--- config.mk ---
export PLATFORM = sky130hd
export DESIGN_NAME = pga_spi_writer
export DESIGN_NICKNAME = d
export VERILOG_FILES = /design/src/rtl/pga_spi_writer.sv
export SDC_FILE = /design/constraint.sdc
export NUM_CORES = 1
export LEC_CHECK = 0
export CORE_MARGIN = 2
export CORE_UTILIZATION = 60
export DETAILED_ROUTE_END_ITERATION = 12
export PLACE_DENSITY = 0.84
export SYNTH_ARGS = -nofsm -noshare
export SYNTH_HDL_FRONTEND = slang
export SYNTH_SLANG_ARGS = --single-unit
--- constraint.sdc ---
create_clock -name clk -period 3.9 [get_ports clk]
set_input_delay 0.585 -clock clk [delete_from_list [all_inputs] [get_ports clk]]
set_output_delay 0.585 -clock clk [all_outputs]
set_load 0.03 [all_outputs]
--- src/rtl/pga_spi_writer.sv ---
// SPI mode-0 write master for the AFE PGA: one 16-bit frame {CMD_BYTE, code} per accepted request.
// ready_o stays low from the cycle after acceptance until the post-frame chip-select gap has elapsed.
module pga_spi_writer #(
    parameter int          CLK_DIV  = 4,
    parameter logic [7:0]  CMD_BYTE = 8'h00,
    parameter int          GAP_HP   = 2
) (
    input  logic       clk,
    input  logic       rst,
    input  logic [7:0] code_i,
    input  logic       set_i,
    output logic       ready_o,
    output logic       sclk_o,
    output logic       mosi_o,
    output logic       cs_n_o
);

    localparam int DW = (CLK_DIV > 1) ? $clog2(CLK_DIV) : 1;
    localparam int GW = (GAP_HP > 1) ? $clog2(GAP_HP) : 1;

    typedef enum logic [2:0] {IDLE, SETUP, SHIFT, HOLD, GAP} state_t;

    state_t        state;
    logic [DW-1:0] div;
    logic [3:0]    bit_cnt;
    logic [GW-1:0] gap_cnt;
    logic [15:0]   shift_reg;
    logic          tick;

    // One tick per SCLK half-period; the divider is parked at zero while idle.
    assign tick = (state != IDLE) && (div == DW'(CLK_DIV - 1));

    always_ff @(posedge clk or posedge rst) begin
        if (rst) begin
            state     <= IDLE;
            div       <= '0;
            bit_cnt   <= '0;
            gap_cnt   <= '0;
            shift_reg <= '0;
            ready_o   <= 1'b1;
            cs_n_o    <= 1'b1;
            sclk_o    <= 1'b0;
            mosi_o    <= 1'b0;
        end else begin
            if (state == IDLE || tick)
                div <= '0;
            else
                div <= div + 1'b1;

            case (state)
                IDLE: begin
                    if (ready_o && set_i) begin
                        shift_reg <= {CMD_BYTE, code_i};
                        state     <= SETUP;
                        ready_o   <= 1'b0;
                        cs_n_o    <= 1'b0;
                        mosi_o    <= CMD_BYTE[7];
                    end
                end
                SETUP: begin
                    if (tick) begin
                        state   <= SHIFT;
                        bit_cnt <= '0;
                    end
                end
                SHIFT: begin
                    if (tick) begin
                        if (!sclk_o) begin
                            sclk_o <= 1'b1;
                        end else begin
                            // Data only moves on the falling edge so the slave samples a stable bit.
                            sclk_o <= 1'b0;
                            if (bit_cnt == 4'd15) begin
                                state <= HOLD;
                            end else begin
                                bit_cnt   <= bit_cnt + 1'b1;
                                shift_reg <= {shift_reg[14:0], 1'b0};
                                mosi_o    <= shift_reg[14];
                            end
                        end
                    end
                end
                HOLD: begin
                    if (tick) begin
                        cs_n_o  <= 1'b1;
                        mosi_o  <= 1'b0;
                        gap_cnt <= '0;
                        state   <= GAP;
                    end
                end
                GAP: begin
                    if (tick) begin
                        if (gap_cnt == GW'(GAP_HP - 1)) begin
                            ready_o <= 1'b1;
                            state   <= IDLE;
                        end else begin
                            gap_cnt <= gap_cnt + 1'b1;
                        end
                    end
                end
                default: state <= IDLE;
            endcase
        end
    end

endmodule
==> results.py <==
metrics = {
    "worst_setup_path": {
        "critPathLaunchType": "flip-flop",
        "arrival_ns": 2.45,
        "crit_fanout": 28,
        "regToRegEndpoint": "shift_reg[1]",
        "ff2ff_path_depth": 4,
        "r2r_start": "state[1]",
        "worst-r2r-setup-slack_ns": 1.67,
        "crit_type": "reg2reg",
        "worstPathRequired_ns": 4.12,
        "end_kind": "flip-flop",
    },
    "power_and_ir_drop": {
        "leakage_uw": 0.000731,
        "peakVddDrop_mv": 0.218,
        "powerDensity_mw_per_mm2": 315,
    },
    "sta": {
        "finalCriticalPeriod_ns": 2.23,
        "hold_violations": 0,
        "finalSetupTns_ns": 0,
        "whs_ns": 0.445,
        "worstMarginPinSlew_ns": 1.08,
        "max_freq_mhz": 449,
        "finalMaxSlewViolations": 0,
        "max_slew_margin_pct": 28.1,
        "final.period_utilization_pct": 57.2,
        "setup_viol": 0,
        "rsz0062_at_grt": "no",
        "finalClockSkew_ns": 0.0125,
    },
    "drt": {
        "first_pass_iters": 4,
        "drtAntennaViolNets": 0,
        "via_per_inst": 6.06,
        "routed_wl_um": 2790,
        "num_vias": 1096,
        "drc": 0,
        "wl_per_cell_um": 15.4,
        "drtIter0Drc": 52,
    },
    "grt": {
        "grt_max_degree": 30,
        "grt_overflow": 0,
        "grt_pass1_vias": 1047,
        "grt_pass1_wl_um": 4620,
        "groute.usage.overall_pct": 22.7,
        "antenna_found_initial": 0,
    },
    "cells_and_area": {
        "multi_input_area_um2": 678,
        "nets": 163,
        "largest_reg_flops": 15,
        "area_delta_synth_final_pct": 9.98,
        "diodes": 0,
        "n_fill_cell": 171,
        "final_common_cell": "dfrtp_1",
        "drive_gt1_share_pct": 18.5,
        "layout_common_cells": "dfrtp_1, nand2_1, clkdlybuf4s50_1",
        "seq_area_um2": 728,
    },
    "min_path": {
        "hold_end": "div[0]",
        "hold_depth": 1,
        "min_from": "div[0]",
        "hold_class": "reg2reg",
    },
    "die": {
        "start_util_pct": 62.4,
        "rows": 18,
        "num_io_pins": 15,
        "die_area_mm2": 0.00295,
        "coreArea_mm2": 0.00243,
        "die_h_um": 54.3,
        "die_w_um": 54.3,
    },
    "place": {
        "gp_congestion": 0.738,
        "dp_hpwl_um": 1900,
        "io_buffers": 14,
    },
    "synth": {
        "ys_warn_count": 0,
        "synthCells": 140,
        "synth_seq_cells": 29,
        "async_reset_ff_share_pct": 100,
        "ys.flop_type": "dfrtp_1",
        "synth_area_per_cell_um2": 10.8,
        "synth_nets": 153,
        "syn_area_mm2": 0.00152,
        "ys_seq_area_share_pct": 48.0,
        "yosysUniqueCellTypes": 39,
        "synth_edf_count": 0,
    },
    "run_status": {
        "status": "finished clean",
    },
    "clock_tree": {
        "postCtsSetupBuffers": 0,
        "clkSlewWorstSetupHoldPaths_ns": 0.10,
        "h-tree-depth": 2,
        "root_buffer": "clkbuf_4",
        "cts_tree": "yes",
        "clock-sinks": 29,
        "cts_buffers": 5,
        "clockBufferDepth": 2,
        "cts_resized": 0,
        "hold_buffers": 0,
        "insertion_delay_ns": 0.33,
    },
    "job": {
        "maxCapViolCount": 0,
    },
}
-- report_power, final --
part	switching [µW]	total [µW]	internal, µW	leakage [µW]
sequential	0	301	301	0.000352
clock	106	210	104	0.0000413
combinational	7.25	16.0	8.80	0.000337
-- cells by family after synthesis --
kind of cell / after synthesis / synth area share (%)
multiplexers: 15 / 12.9
flip-flops: 29 / 48.0
XOR/XNOR: 2 / 1.15
adder cells (fa/ha/maj): 2 / 1.65
buffers and inverters: 15 / 7.34
AO/OA/AOI/OAI: 28 / 13.6
AND/OR/NAND/NOR: 49 / 15.4
-- cells in the mapped netlist (all sizes together) (2+ instances only) --
master | count | area share, %
buf | 7 | 4.7
dfstp | 2 | 3.5
dfrtp | 27 | 45
mux2 | 15 | 13
nand3 | 4 | 1.3
nor2 | 9 | 2.2
a211o | 2 | 1.2
o221ai | 5 | 2.9
a21oi | 5 | 1.6
a31oi | 2 | 0.82
nand2 | 21 | 5.2
or2 | 3 | 1.2
nor3b | 2 | 0.99
o2bb2ai | 2 | 1.2
clkbuf | 4 | 1.6
o211ai | 2 | 0.99
o21ai | 2 | 0.66
xnor2 | 2 | 1.2
nor3 | 2 | 0.66
and3 | 2 | 0.82
ha | 2 | 1.6
a22o | 2 | 1.2
inv | 4 | 0.99
-- worst max-delay path by stage --
stage | from | cells past startpoint | end
2_1_floorplan | bit_cnt[0] | 7 | shift_reg[1]
3_3_place_gp | set_i | 5 | shift_reg[6]
3_5_place_dp | set_i | 5 | shift_reg[1]
4_1_cts | state[1] | 4 | shift_reg[6]
5_1_grt | state[1] | 4 | shift_reg[1]
6_report | state[1] | 4 | shift_reg[1]
-- metal layers --
layer / GRT usage (%) / vias up / routed length (µm)
met5: 0 / - / 0
met4: 10.8 / 0 / 46
met3: 7.65 / 7 / 172
met2: 37.6 / 38 / 1380
met1: 26.5 / 526 / 1200
li1: - / 525 / -
-- layout make-up --
type / instances / area share, %
sequential: 29 / 43.6
multi-input combinational: 96 / 40.6
timing repair buffer: 14 / 8.40
clock buffer: 7 / 3.90
tap: 30 / 2.25
inverter: 4 / 0.900
clock inverter: 1 / 0.300
-- critical path, stage by stage (launching register included) --
cell,delay (ns)
dfrtp_1,0.95
a21oi_1,0.11
or2_1,0.35
a21o_1,0.35
mux2_4,0.36
-- stage by stage --
stage	util, %	worst slack (ns)	total power, µW	area, µm²	cells
after floorplan	-	2.00	311	1520	140
after global placement	65.7	1.57	322	1600	173
after detailed placement	65.7	1.49	323	1600	173
after CTS	68.6	1.69	529	1670	181
after global routing	68.6	1.52	548	1670	181
final	68.6	1.67	527	1670	181
No activity file was read; power rests on OpenSTA's default activity.
